<file path="src/rtl/adder_pkg.sv">
// adder_pkg: shared operation type and slice-width helper for pipe_adder
package adder_pkg;
  typedef enum logic {OP_ADD, OP_SUB} op_e;
  function automatic int slice_w(int w, int s);
    return w / s;
  endfunction
endpackage

</file>
<file path="src/rtl/adder_slice.sv">
// adder_slice: SLICE-bit combinational a+b+cin with carry out
module adder_slice #(
  parameter int SLICE = 8
) (
  input  logic [SLICE-1:0] i_a,
  input  logic [SLICE-1:0] i_b,
  input  logic             i_cin,
  output logic [SLICE-1:0] o_sum,
  output logic             o_cout
);
  assign {o_cout, o_sum} = {1'b0, i_a} + {1'b0, i_b} + {{SLICE{1'b0}}, i_cin};
endmodule

</file>
<file path="src/rtl/pipe_adder.sv">
// pipe_adder: STAGES-deep carry-chained add/sub pipeline with valid/ready; ADDER_FLAGS_EN adds out_c/out_v/out_z
module pipe_adder
  import adder_pkg::*;
#(
  parameter int WIDTH  = 32,
  parameter int STAGES = 4
) (
  input  logic             clk,
  input  logic             rst_n,
  input  logic             in_valid,
  output logic             in_ready,
  input  op_e              in_op,
  input  logic [WIDTH-1:0] in_a,
  input  logic [WIDTH-1:0] in_b,
  output logic             out_valid,
  input  logic             out_ready,
  output logic [WIDTH-1:0] out_y
`ifdef ADDER_FLAGS_EN
  ,
  output logic             out_c,
  output logic             out_v,
  output logic             out_z
`endif
);
  localparam int SLICE = slice_w(WIDTH, STAGES);
  localparam int L = STAGES - 1;
  if (STAGES < 1 || STAGES > WIDTH || WIDTH % STAGES != 0) begin : g_bad
    $error("pipe_adder: need 1 <= STAGES <= WIDTH and WIDTH %% STAGES == 0");
  end
  logic [STAGES-1:0] r_v, w_free, w_ld, w_cin, w_cout;
  logic              r_c   [STAGES];
  logic [WIDTH-1:0]  r_a   [STAGES];
  logic [WIDTH-1:0]  r_b   [STAGES];
  logic [WIDTH-1:0]  r_y   [STAGES];
  logic [WIDTH-1:0]  w_a   [STAGES];
  logic [WIDTH-1:0]  w_b   [STAGES];
  logic [WIDTH-1:0]  w_y   [STAGES];
  logic [WIDTH-1:0]  w_yn  [STAGES];
  logic [SLICE-1:0]  w_sum [STAGES];
  // slice operands: ports feed slice 0, each later slice reads the previous stage register
  always_comb begin
    w_a[0] = in_a;
    w_b[0] = in_op == OP_SUB ? ~in_b : in_b;
    w_y[0] = '0;
    w_cin[0] = in_op == OP_SUB;
    for (int j = 1; j < STAGES; j++) begin
      w_a[j] = r_a[j-1];
      w_b[j] = r_b[j-1];
      w_y[j] = r_y[j-1];
      w_cin[j] = r_c[j-1];
    end
    for (int j = 0; j < STAGES; j++) begin
      w_yn[j] = w_y[j];
      w_yn[j][j*SLICE +: SLICE] = w_sum[j];
    end
  end
  // a stage can take new data unless it and every stage after it are full and the output is stalled
  always_comb begin
    for (int j = 0; j < STAGES; j++) begin
      w_free[j] = out_ready || (((~r_v) >> j) != '0);
      w_ld[j] = (j == 0 ? in_valid : r_v[j == 0 ? 0 : j-1]) && w_free[j];
    end
  end
  for (genvar i = 0; i < STAGES; i++) begin : g_slice
    adder_slice #(.SLICE(SLICE)) u_slice (
      .i_a   (w_a[i][i*SLICE +: SLICE]),
      .i_b   (w_b[i][i*SLICE +: SLICE]),
      .i_cin (w_cin[i]),
      .o_sum (w_sum[i]),
      .o_cout(w_cout[i])
    );
  end
  // stage registers: valid follows the upstream stage whenever this stage is free
  always_ff @(posedge clk or negedge rst_n) begin
    if (!rst_n) begin
      r_v <= '0;
      for (int j = 0; j < STAGES; j++) begin
        r_c[j] <= 1'b0;
        r_a[j] <= '0;
        r_b[j] <= '0;
        r_y[j] <= '0;
      end
    end else begin
      for (int j = 0; j < STAGES; j++) begin
        if (w_free[j]) r_v[j] <= w_ld[j];
        if (w_ld[j]) begin
          r_c[j] <= w_cout[j];
          r_a[j] <= w_a[j];
          r_b[j] <= w_b[j];
          r_y[j] <= w_yn[j];
        end
      end
    end
  end
  assign in_ready = w_free[0];
  assign out_valid = r_v[L];
  assign out_y = r_y[L];
`ifdef ADDER_FLAGS_EN
  logic r_z, r_ov;
  // flags captured with the final slice; overflow is carry into the MSB xor carry out, taken from sign bits
  always_ff @(posedge clk or negedge rst_n) begin
    if (!rst_n) begin
      r_z <= 1'b0;
      r_ov <= 1'b0;
    end else if (w_ld[L]) begin
      r_z <= w_yn[L] == '0;
      r_ov <= (w_a[L][WIDTH-1] == w_b[L][WIDTH-1]) && (w_sum[L][SLICE-1] != w_a[L][WIDTH-1]);
    end
  end
  assign out_c = r_c[L];
  assign out_v = r_ov;
  assign out_z = r_z;
`endif
endmodule
</file>
<file path="config.mk">
export PLATFORM = sky130hd
export DESIGN_NAME = pipe_adder
export DESIGN_NICKNAME = d
export VERILOG_FILES = /design/src/rtl/adder_pkg.sv /design/src/rtl/adder_slice.sv /design/src/rtl/pipe_adder.sv
export SDC_FILE = /design/constraint.sdc
export NUM_CORES = 1
export LEC_CHECK = 0
export ABC_AREA = 1
export CAP_MARGIN = 30
export CELL_PAD_IN_SITES_DETAIL_PLACEMENT = 0
export CELL_PAD_IN_SITES_GLOBAL_PLACEMENT = 1
export CORE_ASPECT_RATIO = 0.8
export CORE_UTILIZATION = 40
export DETAILED_ROUTE_END_ITERATION = 8
export PLACE_DENSITY = 0.78
export SKIP_LAST_GASP = 1
export SYNTH_ARGS = -nofsm -noshare
export SYNTH_HDL_FRONTEND = slang
export SYNTH_HIERARCHICAL = 1
export SYNTH_SLANG_ARGS = --single-unit
</file>
<file path="constraint.sdc">
create_clock -name clk -period 4.9 [get_ports clk]
set_clock_uncertainty 0.1 [all_clocks]
set_input_delay 0.98 -clock clk [delete_from_list [all_inputs] [get_ports clk]]
set_output_delay 0.98 -clock clk [all_outputs]
set_load 0.02 [all_outputs]
</file>
==> flow_summary.yaml <==
power:
  power_mw: 6.008
  powerDensity_nw_per_um2: 547.4
  p_int_mw: 3.696
  power_frac_seq_pct: 38.9
  switchingPower_mw: 2.312
  pwr-share-clk_pct: 22.6
  leakage_nw: 5.954
  switching_share_pct: 38.49
  peakVddDrop_mv: 0.2862
  pwr-share-comb_pct: 38.5
global_route:
  antenna_found_initial: 0
  grt_overflow: 0
  grt_max_degree: 119
  grt_pass1_vias: 6640
  grt_pass1_wl_um: 34950
  grt_use_total_pct: 17.91
timing:
  worst-slew-pin-transition_ns: 0.8280
  rsz0062_at_grt: "false"
  fin_setup_tns_ns: 0
  clock.fmax_ghz: 0.2834
  setup_viol_count_final: 0
  relSlewSlack_pct: 44.66
  final-max-slew-violation-count: 0
  hold_viol_final: 0
  period_share_pct: 72.01
  fin_crit_ns: 3.528
outcome:
  status: "completed"
detailed_routing:
  ant_nets: 0
  drc: 0
  wl_per_cell_um: 13.21
  wl_um: 20150
  via_per_inst: 4.639
  via_count: 7079
  drt-pass1-iter-count: 5
  first_iter_violations: 515
clocking:
  clk_pin_slew_worst_paths_ns: 0.07
  cts_sinks: 183
  clk_latency_ns: 0.43
  cts_made_buffers: 17
  cts.path.max_buffers: 2
  post-cts-setup-buffer-count: 0
  cts_tree: "built"
  ctsResizeCount: 0
  root_buffer: "clkbuf_16"
  htreeDepth: 4
  ctsHoldBuffers: 0
placement:
  gp_congestion: 0.7703
  place_hpwl_um: 14070
  io_buffers: 102
  dp_cells: 1494
floorplan:
  io_pins: 103
  num_rows: 49
  die_w_um: 173.5
  core_area_um2: 22750
  start_util_pct: 41.37
  die_h_um: 139.2
  die-area_um2: 24140
layout:
  multi_input_area_um2: 4063
  instances_no_fill: 1526
  n_antenna_cell: 0
  layout_commonest_cell: "nand2_1"
  fillers: 2296
  nets: 1312
  mostFrequentLayoutCells: "nand2_1 (526), nand3_1 (192), dfrtp_1 (183)"
  drive_above_1_share_pct: 6.885
  synthToLayoutAreaGrowth_pct: 16.66
  seq_area_um2: 4579
run:
  cap_viol_max_count: 0
worst_setup_path:
  crit_fanout: 3
  worstSetupEndpointType: "output pin"
  cp.required_ns: 3.82
  critPathArrivalTime_ns: 2.45
  crit_type: "in -> out"
  r2r_cells: 8
  critPathLaunchType: "primary input"
synth:
  synth_nets: 1273
  avgSynthCellArea_um2: 8.056
  synth-warning-count: 6
  netlist_area_um2: 9409
  synthCells: 1168
min_path:
  min_path_type: "reg -> reg"
  hold_depth: 2
[power groups by stage]
stage          clock network, mW  registers [mW]  logic (mW)
2_1_floorplan                  0            2.27        1.83
4_1_cts                     1.39            2.34        2.35
5_1_grt                     1.45            2.41        2.64
3_3_place_gp                   0            2.35        2.29
6_report                    1.36            2.34        2.31
3_5_place_dp                   0            2.36        2.34
[area by class of cell]
class                           count  area share (%)
Multi-Input combinational cell    831           37.01
Inverter                           59           2.018
Sequential cell                   183           41.72
Clock inverter                     15           1.436
Timing Repair Buffer              115           10.45
Clock buffer                       17           3.876
Tap cell                          306           3.488
[stage by stage]
step	hold slack, ns	utilization, %	cell area [um^2]	setup WS (ns)
floorplan	0.3425	-	9409	1.840
global placement	0.3525	45.54	10360	1.270
detailed placement	0.3576	45.70	10390	1.258
CTS	0.3762	48.26	10980	1.359
global route	0.3902	48.26	10980	1.329
finish	0.3685	48.26	10980	1.372
[worst paths after layout]
path / startpoint / slack (ns) / endpoint
min in group asynchronous: rst_n / 0.43 / r_b[121]
worst max register to register: r_v[2] / 2.53 / r_a[82]
worst min-delay path: out_y[22] / 0.37 / out_y[22]
worst min register to register: out_y[22] / 0.37 / out_y[22]
max in group asynchronous: rst_n / 3.23 / out_y[20]
worst max-delay path: out_ready / 1.37 / in_ready
[worst max-delay path, stage by stage]
cell	delay, ns
clkdlybuf4s50_1	0.59
nor2_8	0.08
nand2_2	0.07
clkdlybuf4s50_1	0.72
[per-layer routing]
layer,part of all wire [%],routed length [um],vias to the layer above,track usage [%]
li1,-,-,3729,-
met1,58,11710,3188,30.32
met2,37,7464,150,22.26
met3,4.1,819,12,3.180
met4,0.80,161,0,4.891
met5,0,0,-,0
[flip-flops by register name, summed over array words and instances (netlist names)]
name   cells
r_c        3
r_b       48
r_v        4
out_y     32
r_a       48
r_y       48
No activity file was read; power rests on OpenSTA's default activity.
